### src/rtl/lsu_ctrl.sv
// rtl/lsu_ctrl.sv - load/store unit controller: funct3 decode, alignment check, memory port sequencing
module lsu_ctrl #(
  parameter int unsigned READ_LATENCY = 1
) (
  input  logic        clk,
  input  logic        rst_n,
  input  logic        clk_enable,
  input  logic        req_valid,
  output logic        req_ready,
  input  logic        req_we,
  input  logic [31:0] req_addr,
  input  logic [31:0] req_wdata,
  input  logic [2:0]  req_funct3,
  output logic        rsp_valid,
  input  logic        rsp_ready,
  output logic [31:0] rsp_rdata,
  output logic        rsp_err,
  output logic [1:0]  rsp_cause,
  output logic [31:0] rsp_badaddr,
  output logic        mem_clk_enable,
  output logic        mem_r_en,
  output logic [31:0] mem_r_addr,
  output logic [1:0]  mem_r_mode,
  input  logic [31:0] mem_r_data,
  output logic        mem_w_en,
  output logic [31:0] mem_w_addr,
  output logic [31:0] mem_w_data,
  output logic [1:0]  mem_w_mode,
  input  logic [1:0]  mem_state
);

  typedef enum logic [1:0] {S_IDLE, S_STORE, S_LOAD, S_RESP} state_t;

  localparam logic [2:0] LAT = 3'(READ_LATENCY);

  state_t      state_q;
  logic [2:0]  cnt_q;
  logic        uns_q;
  logic        req_ready_q;
  logic        rsp_valid_q;
  logic [31:0] rsp_rdata_q;
  logic        rsp_err_q;
  logic [1:0]  rsp_cause_q;
  logic [31:0] rsp_badaddr_q;
  logic        mem_r_en_q;
  logic [31:0] mem_r_addr_q;
  logic [1:0]  mem_r_mode_q;
  logic        mem_w_en_q;
  logic [31:0] mem_w_addr_q;
  logic [31:0] mem_w_data_q;
  logic [1:0]  mem_w_mode_q;

  logic        illegal;
  logic        misaligned;
  logic [31:0] ext_data;

  // Request decode: reserved funct3 codes and unsigned stores are illegal; halves/words must be naturally aligned
  always_comb begin
    illegal    = (req_funct3 == 3'b011) || (req_funct3 == 3'b110) || (req_funct3 == 3'b111) ||
                 (req_we && req_funct3[2]);
    misaligned = ((req_funct3[1:0] == 2'b01) && req_addr[0]) ||
                 ((req_funct3[1:0] == 2'b10) && (req_addr[1:0] != 2'b00));
  end

  // Sign/zero extension of right-aligned read data according to the latched access size
  always_comb begin
    ext_data = mem_r_data;
    case (mem_r_mode_q)
      2'b00:   ext_data = {{24{~uns_q & mem_r_data[7]}}, mem_r_data[7:0]};
      2'b01:   ext_data = {{16{~uns_q & mem_r_data[15]}}, mem_r_data[15:0]};
      default: ext_data = mem_r_data;
    endcase
  end

  // Controller FSM; every output is registered and all state freezes while clk_enable is low
  always_ff @(posedge clk) begin
    if (!rst_n) begin
      state_q       <= S_IDLE;
      cnt_q         <= 3'd0;
      uns_q         <= 1'b0;
      req_ready_q   <= 1'b1;
      rsp_valid_q   <= 1'b0;
      rsp_rdata_q   <= 32'd0;
      rsp_err_q     <= 1'b0;
      rsp_cause_q   <= 2'd0;
      rsp_badaddr_q <= 32'd0;
      mem_r_en_q    <= 1'b0;
      mem_r_addr_q  <= 32'd0;
      mem_r_mode_q  <= 2'd0;
      mem_w_en_q    <= 1'b0;
      mem_w_addr_q  <= 32'd0;
      mem_w_data_q  <= 32'd0;
      mem_w_mode_q  <= 2'd0;
    end else if (clk_enable) begin
      case (state_q)
        S_IDLE: begin
          if (req_valid) begin
            req_ready_q <= 1'b0;
            uns_q       <= req_funct3[2];
            if (illegal || misaligned) begin
              // Error responses skip the memory entirely and appear one cycle after acceptance
              state_q       <= S_RESP;
              rsp_valid_q   <= 1'b1;
              rsp_err_q     <= 1'b1;
              rsp_cause_q   <= illegal ? 2'd2 : 2'd1;
              rsp_badaddr_q <= req_addr;
              rsp_rdata_q   <= 32'd0;
            end else if (req_we) begin
              state_q      <= S_STORE;
              mem_w_en_q   <= 1'b1;
              mem_w_addr_q <= req_addr;
              mem_w_data_q <= req_wdata;
              mem_w_mode_q <= req_funct3[1:0];
            end else begin
              state_q      <= S_LOAD;
              cnt_q        <= 3'd0;
              mem_r_en_q   <= 1'b1;
              mem_r_addr_q <= req_addr;
              mem_r_mode_q <= req_funct3[1:0];
            end
          end
        end
        S_STORE: begin
          state_q       <= S_RESP;
          mem_w_en_q    <= 1'b0;
          mem_w_addr_q  <= 32'd0;
          mem_w_data_q  <= 32'd0;
          mem_w_mode_q  <= 2'd0;
          rsp_valid_q   <= 1'b1;
          rsp_err_q     <= 1'b0;
          rsp_cause_q   <= 2'd0;
          rsp_badaddr_q <= 32'd0;
          rsp_rdata_q   <= 32'd0;
        end
        S_LOAD: begin
          // Strobe lasts one enabled cycle; address/mode stay put until the data is captured
          mem_r_en_q <= 1'b0;
          if (cnt_q == LAT) begin
            state_q      <= S_RESP;
            rsp_valid_q  <= 1'b1;
            mem_r_addr_q <= 32'd0;
            mem_r_mode_q <= 2'd0;
            if (mem_state != 2'd0) begin
              rsp_err_q     <= 1'b1;
              rsp_cause_q   <= 2'd3;
              rsp_badaddr_q <= mem_r_addr_q;
              rsp_rdata_q   <= 32'd0;
            end else begin
              rsp_err_q     <= 1'b0;
              rsp_cause_q   <= 2'd0;
              rsp_badaddr_q <= 32'd0;
              rsp_rdata_q   <= ext_data;
            end
          end else begin
            cnt_q <= cnt_q + 3'd1;
          end
        end
        S_RESP: begin
          if (rsp_ready) begin
            state_q       <= S_IDLE;
            req_ready_q   <= 1'b1;
            rsp_valid_q   <= 1'b0;
            rsp_err_q     <= 1'b0;
            rsp_cause_q   <= 2'd0;
            rsp_badaddr_q <= 32'd0;
            rsp_rdata_q   <= 32'd0;
          end
        end
        default: state_q <= S_IDLE;
      endcase
    end
  end

  assign mem_clk_enable = clk_enable;
  assign req_ready      = req_ready_q;
  assign rsp_valid      = rsp_valid_q;
  assign rsp_rdata      = rsp_rdata_q;
  assign rsp_err        = rsp_err_q;
  assign rsp_cause      = rsp_cause_q;
  assign rsp_badaddr    = rsp_badaddr_q;
  assign mem_r_en       = mem_r_en_q;
  assign mem_r_addr     = mem_r_addr_q;
  assign mem_r_mode     = mem_r_mode_q;
  assign mem_w_en       = mem_w_en_q;
  assign mem_w_addr     = mem_w_addr_q;
  assign mem_w_data     = mem_w_data_q;
  assign mem_w_mode     = mem_w_mode_q;

endmodule

### config.mk
export PLATFORM = sky130hd
export DESIGN_NAME = lsu_ctrl
export DESIGN_NICKNAME = d
export VERILOG_FILES = /design/src/rtl/lsu_ctrl.sv
export SDC_FILE = /design/constraint.sdc
export NUM_CORES = 1
export LEC_CHECK = 0
export BUFFER_PORTS_ARGS = -buffer_cell sky130_fd_sc_hd__buf_4
export CAP_MARGIN = 20
export CORE_UTILIZATION = 44
export DETAILED_ROUTE_END_ITERATION = 10
export GPL_ROUTABILITY_DRIVEN = 0
export PLACE_DENSITY = 0.78
export SLEW_MARGIN = 20
export SYNTH_ARGS = -nofsm -noshare
export SYNTH_HDL_FRONTEND = slang
export SYNTH_SLANG_ARGS = --single-unit
### constraint.sdc
create_clock -name clk -period 2.1 [get_ports clk]
set_clock_uncertainty 0.2 [all_clocks]
set_input_delay 0.21 -clock clk [delete_from_list [all_inputs] [get_ports clk]]
set_output_delay 0.21 -clock clk [all_outputs]
set_load 0.02 [all_outputs]
==> reports/results.ini, run 1 <==
[route]
wl_mm = 26.2
wl_per_cell_um = 19.7
routed_via_density = 5.73
drc_errors = 0
vias = 7609
final_antenna_net_count = 0
first_pass_iters = 5
drt_iter0_drc = 569

[timing]
min_period_ps = 2100
slew_headroom_pct = 63.5
fmax_mhz = 476
worst_slack_ps = -1.99
tightest_slew_ps = 547
hold_viol = 0
finalCritPeriodShare_pct = 100
drv_slew = 0
grt_setup_unrepaired = yes
finalSetupViolCount = 1

[logic_synthesis]
synth_cell_types = 51
seq_area_frac_synth_pct = 50.1
synth-seq-cells = 177
ys_async_sr_fraction_pct = 0
syn-cell-area_um2 = 7070
synthFlopType = dfxtp_1
syn_inst = 719
syn_area_per_cell_um2 = 9.84
ys_warn_count = 0
syn_nets = 833
synth-edff-count = 0

[worst_setup_path]
cp-end-kind = register
cp_max_fo = 17
endpoint = rsp_cause[1]
start_kind = register
worst_ep_required_time_ps = 2260
crit_start = state_q[0]
r2r_end = rsp_cause[1]
path_class = register to register
cp.arrival_ps = 2260
ff2ff_setup_slack_ps = -2
r2r_cells = 7
rr_startpoint = state_q[0]

[floorplanning]
die_area_um2 = 16600
row_count = 45
die_w_um = 129
core_um2 = 15400
die_height_um = 129
start_util_pct = 45.9
ios = 279

[outcome]
violations = negative setup slack
status = finished, violations left

[grt]
grt_max_degree = 58
grt_pass1_vias = 7281
grt_pass1_wl_mm = 38.1
antenna_found_initial = 0
grt_overflow = 0
grt.total_usage_pct = 29.4

[cells_and_area]
antenna_cells = 0
drive_gt1_share_pct = 37.3
design_area_um2 = 11700
area_delta_synth_final_pct = 64.8
seqCellArea_um2 = 3550
nets = 1218
nFillCells = 1050
layout.cells.non_filler = 1328
multi_input_area_um2 = 3310
utilization_pct = 75.5

[placed_design]
place_inst = 1178
io_buffers = 278
postPlaceCellArea_um2 = 9660
post-dp-hpwl_mm = 15.2

[clocking]
cts.clk_slew.worst_paths_ps = 70
clockBufferDepth = 2
cts_sinks = 177
cts_buffers = 17
clkLatencyLatePin_ps = 420
root_buffer = clkbuf_16
cts_tree = built
htreeDepth = 4

[pwr]
p_per_area_nw_per_um2 = 848
p_leak_nw = 5.07
ir_drop_uv = 694
p_total_mw = 9.89

[worst_hold_path]
hold_depth = 3
min_path_type = input pin to register

[flow_run]
maxCapViolations = 0

==> repair_timing <==
action / CTS / global route
endpoints found under the hold margin: 147 / 0
gates cloned: 1 / 9
buffers inserted: 1 / 5
hold buffers: 102 / 0
resized for setup: 10 / 32
setup endpoints to repair: 75 / 152
pin swaps: 1 / 20
==> report_power, final <==
part	total, mW	switching, mW	internal [mW]
combinational	2.92	1.56	1.36
sequential	3.72	0.147	3.58
clock	3.25	1.37	1.88
==> per-stage QoR <==
stage               setup TNS (ps)  hold slack (ps)  setup WS, ps
floorplan                        0              136          7.36
global placement             -23.9              219         -4.91
detailed placement           -1370              222         -73.5
CTS                              0             7.23          9.64
global route                 -1120             47.8         -42.8
finish                       -1.99             33.3         -1.99
==> critical path, stage by stage, from the launching register on <==
cell and delay [ps]:
dfxtp_2 350, inv_4 60, ha_4 180, nor2b_4 140, a2111oi_4 390, and2_4 320, buf_12 190, mux2i_1 200
==> routing by layer <==
layer	vias up	routed length, um	track usage [%]
met2	406	12800	49.8
met5	-	0	0
met3	78	1980	7.15
met1	3643	10500	35.0
met4	0	882	14.0
li1	3482	-	-
==> cell type report <==
class / instances / share of cell area, %
repair buffers: 444 / 33.5
flip-flops and latches: 177 / 30.4
multi-input cells: 455 / 28.4
well taps: 211 / 2.27
clock buffers: 19 / 3.71
clock inverters: 13 / 1.37
inverters: 9 / 0.311
==> flip-flops by register name, indices dropped and copies added (netlist names), 2 cells and up <==
name	cells
cnt_q	3
rsp_rdata	32
mem_w_data	32
mem_w_mode	2
rsp_cause	2
rsp_badaddr	32
state_q	2
mem_r_mode	2
mem_w_addr	32
mem_r_addr	32
==> cell usage after synthesis, types with 4 or more instances <==
cell type,number,share of area (%)
dfxtp_1,177,50
nand2_1,74,3.9
a22o_1,66,8.2
a21oi_1,55,3.9
clkbuf_1,55,2.9
a22oi_1,32,3.4
o21ai_0,31,2.2
mux2i_1,27,3.8
nand3_1,21,1.5
a211oi_1,20,2.1
o2111ai_1,17,2.1
a41o_1,16,2.3
buf_2,15,1.1
a211oi_2,14,2.5
nand4_1,11,0.97
o21a_1,10,1.1
inv_1,8,0.42
nor2_1,8,0.42
ha_1,7,1.2
o21ai_1,6,0.42
nand2b_1,4,0.35
==> how the worst min path moves through the flow <==
| stage | startpoint | to | slack [ps] |
|---|---|---|---|
| after floorplan | req_addr[0] | mem_w_addr[0] | 140 |
| final | req_addr[0] | rsp_badaddr[0] | 30 |
| after detailed placement | req_wdata[19] | mem_w_data[19] | 220 |
| after global placement | req_wdata[6] | mem_w_data[6] | 220 |
| after global routing | req_addr[0] | rsp_badaddr[0] | 50 |
| after CTS | mem_r_data[12] | rsp_rdata[12] | 7 |
==> cells by family (layout without fill, tap and decap cells) <==
group	Yosys count	in the layout	share of synthesized area [%]
flip-flops	177	177	50.1
buffers and inverters	87	485	5.36
AO/OA/AOI/OAI	285	285	30.4
adder cells (fa/ha/maj)	7	7	1.24
AND/OR/NAND/NOR	135	135	8.91
multiplexers	28	28	3.98
==> cells in the final DEF, fill, tap and decap left out, types with 3 or more instances in the layout <==
master,instances
clkinv_2,4
a22o_1,66
inv_1,5
a22oi_1,32
dfxtp_1,175
o21ai_0,26
mux2i_1,26
buf_12,12
dlygate4sd3_1,102
o21ai_1,11
buf_6,7
o21a_1,9
ha_2,3
nand3_1,21
bufinv_16,3
a41o_1,16
buf_4,315
nand2_1,74
a211oi_2,14
nor2_1,7
nand4_1,11
clkbuf_16,24
o2111ai_1,15
nand3b_1,3
a21oi_1,54
a211oi_1,20
Note: power is estimated with default switching activity, not from simulation.
==> run 2, diff against run 1 <==
- ABC_AREA: default -> 1
- CORE_UTILIZATION: 44 -> 46
- PLACE_DENSITY: 0.78 -> 0.79
==> reports/results.ini, run 2 <==
[grt]
grt_max_degree = 69  ; +19%
grt_pass1_vias = 8604  ; +18%
grt_overflow = 0  ; unchanged
grt.total_usage_pct = 29.3  ; -0.12 points
antenna_found_initial = 0  ; unchanged
grt_pass1_wl_mm = 42.2  ; +11%

[logic_synthesis]
synthFlopType = dfxtp_1
yosysMostFrequentCell = nor2_1
syn-cell-area_um2 = 8140  ; +15%
syn_nets = 1333  ; +60%
synth-edff-count = 0  ; unchanged
synth_area_leader_cell = dfxtp_1
synth_cell_types = 33  ; -35%
seq_area_frac_synth_pct = 43.6  ; -6.5 points
synth_top_area_share_pct = 43.6  ; -6.5 points
ys_warn_count = 0  ; unchanged
ys_async_sr_fraction_pct = 0  ; unchanged
syn_inst = 1219  ; +70%
synth-seq-cells = 177  ; unchanged
yosys-top-cells-area = dfxtp_1 (44%), nor2_1 (14%), nand2_1 (12%)
yosys-top-cells-count = nor2_1 (299), nand2_1 (255), dfxtp_1 (177), inv_1 (114), nand3_1 (79)
syn_area_per_cell_um2 = 6.67  ; -32%

[clocking]
cts_sinks = 177  ; unchanged
htreeDepth = 4  ; unchanged
clkLatencyLatePin_ps = 420  ; about the same
cts_tree = built
clockBufferDepth = 2  ; unchanged
post_cts_buffers = 0  ; -1
cts.clk_slew.worst_paths_ps = 70  ; about the same
cts_buffers = 17  ; unchanged
root_buffer = clkbuf_16

[timing]
min_period_ps = 2030  ; -74.6 ps
tightest_slew_ps = 536  ; -11.5 ps
finalSetupViolCount = 0  ; -1
finalCritPeriodShare_pct = 96.5  ; -3.6 points
slew_headroom_pct = 64.3  ; +0.77 points
grt_setup_unrepaired = yes
drv_slew = 0  ; unchanged
fmax_mhz = 493  ; +3.7%
setup-tns-final_ps = 0  ; +1.99 ps
hold_viol = 0  ; unchanged

[worst_setup_path]
cp.arrival_ps = 2110  ; -150 ps
cp_max_fo = 40  ; +23
ff2ff_setup_slack_ps = 70  ; +70 ps
r2r_cells = 11  ; +4
cp-end-kind = register
r2r_end = mem_w_data[24]
path_class = register to register
rr_startpoint = state_q[0]
start_kind = register
worst_ep_required_time_ps = 2180  ; -80 ps

[route]
wl_per_cell_um = 15.2  ; -23%
met2WireLength_mm = 12.9  ; +0.60%
final_antenna_net_count = 0  ; unchanged
drc_errors = 0  ; unchanged
drt_iter0_drc = 639  ; +12%
routed.top_layer = met4
vias = 9161  ; +20%
routed_via_density = 5.11  ; -11%
wl_met1_mm = 11.2  ; +6.9%
wl_mm = 27.2  ; +4.0%
first_pass_iters = 6  ; +1
wl_met3_mm = 2.23  ; +13%

[floorplanning]
die_w_um = 135  ; +4.8%
row_count = 48  ; +6.7%
die_height_um = 135  ; +4.8%
die_area_um2 = 18200  ; +9.8%
ios = 279  ; unchanged
core_um2 = 17300  ; +12%
start_util_pct = 47.0  ; +1.2 points

[cells_and_area]
antenna_cells = 0  ; unchanged
layout_commonest_cell = buf_4
layout.cells.non_filler = 1793  ; +35%
area_delta_synth_final_pct = 47.6
nets = 1670  ; +37%
drive_gt1_share_pct = 23.9  ; -13 points
mostFrequentLayoutCells = buf_4 (306), nor2_1 (299), nand2_1 (252)
design_area_um2 = 12000  ; +3.0%

[pwr]
p_per_area_nw_per_um2 = 879  ; +3.7%
p_leak_nw = 5.79  ; +14%
ir_drop_uv = 611  ; -12%

[outcome]
status = finished, final reports clean

[placed_design]
io_buffers = 278  ; unchanged
post-dp-hpwl_mm = 18.0  ; +18%
place_inst = 1679  ; +43%
postPlaceCellArea_um2 = 10500  ; +8.4%

[worst_hold_path]
min_path_type = input pin to register
hold_path_startpoint = req_addr[13]
hold_depth = 5  ; +2
min_to = mem_r_addr[13]

[flow_run]
maxCapViolations = 0  ; unchanged

[run 2: changes by cell type in the layout (fill, tap and decap cells not counted), moves of 20 or more]
cell | previous run | this run
a21oi_1 | 54 | 74
a22o_1 | 66 | 0
a22oi_1 | 32 | 0
inv_1 | 5 | 114
mux2i_1 | 26 | 0
nand2_1 | 74 | 252
nand3_1 | 21 | 78
nor2_1 | 7 | 299
o22ai_1 | 1 | 32
[run 2: area by class of cell]
type,instances,area (um2)
clock buffers,23,468
multi-input cells,834,3720
fillers,1423,5290
clock inverters,8,153
repair buffers,405,3380
inverters,121,462
flip-flops and latches,177,3550
well taps,225,282
[run 2: power by group]
group / internal (mW) / leakage [nW] / total, mW / switching [mW]
Combinational: 1.31 / 4.05 / 3.27 / 1.97
Clock: 2.06 / 0.294 / 3.38 / 1.32
Sequential: 3.70 / 1.44 / 3.91 / 0.201
[run 2: kinds of logic after synthesis]
| kind of cell | synth area share [%] |
|---|---|
| XOR/XNOR | 0.108 |
| flip-flops | 43.6 |
| adder cells (fa/ha/maj) | 1.08 |
| AND/OR/NAND/NOR | 32.3 |
| buffers and inverters | 11.1 |
| AO/OA/AOI/OAI | 11.9 |
[run 2: worst max-delay path: stages (launching register included)]
cell,delay (ps)
dfxtp_2,360
inv_1,80
ha_1,250
inv_2,80
nor2_2,40
nor2_4,120
inv_2,60
a21oi_4,210
nand2_2,130
buf_12,190
nand2_1,90
a21oi_1,70
[run 2: repair_timing]
action	in CTS	in global routing
hold endpoints to repair	87	0
resized for setup	5	30
pin swaps	0	1
endpoints found under the setup margin	4	166
hold buffers	83	0
[run 2: how the worst max path moves through the flow]
stage | start | slack, ps | end | cells after the start
floorplan | state_q[0] | 170 | mem_w_addr[10] | 12
global placement | state_q[0] | 80 | mem_w_data[14] | 9
detailed placement | state_q[0] | -1 | mem_w_data[14] | 9
CTS | state_q[0] | 3 | rsp_rdata[9] | 13
global route | state_q[0] | -7 | mem_w_data[16] | 11
finish | state_q[0] | 70 | mem_w_data[24] | 11
[run 2: through the flow]
stage	setup WS (ps)	total power, mW	util (%)	hold WS, ps
2_1_floorplan	171	5.84	-	201
3_3_place_gp	77.6	6.94	60.6	250
3_5_place_dp	-1.18	7.00	60.6	255
4_1_cts	3.24	10.5	69.1	0.283
5_1_grt	-7.29	11.1	69.4	18.4
6_report	72.6	10.6	69.4	5.73
[run 2: routing by layer]
metal / GRT usage, % / up-vias
li1: - / 4474
met1: 36.3 / 4215
met2: 49.0 / 409
met3: 6.42 / 63
met4: 12.5 / 0
met5: 0 / -
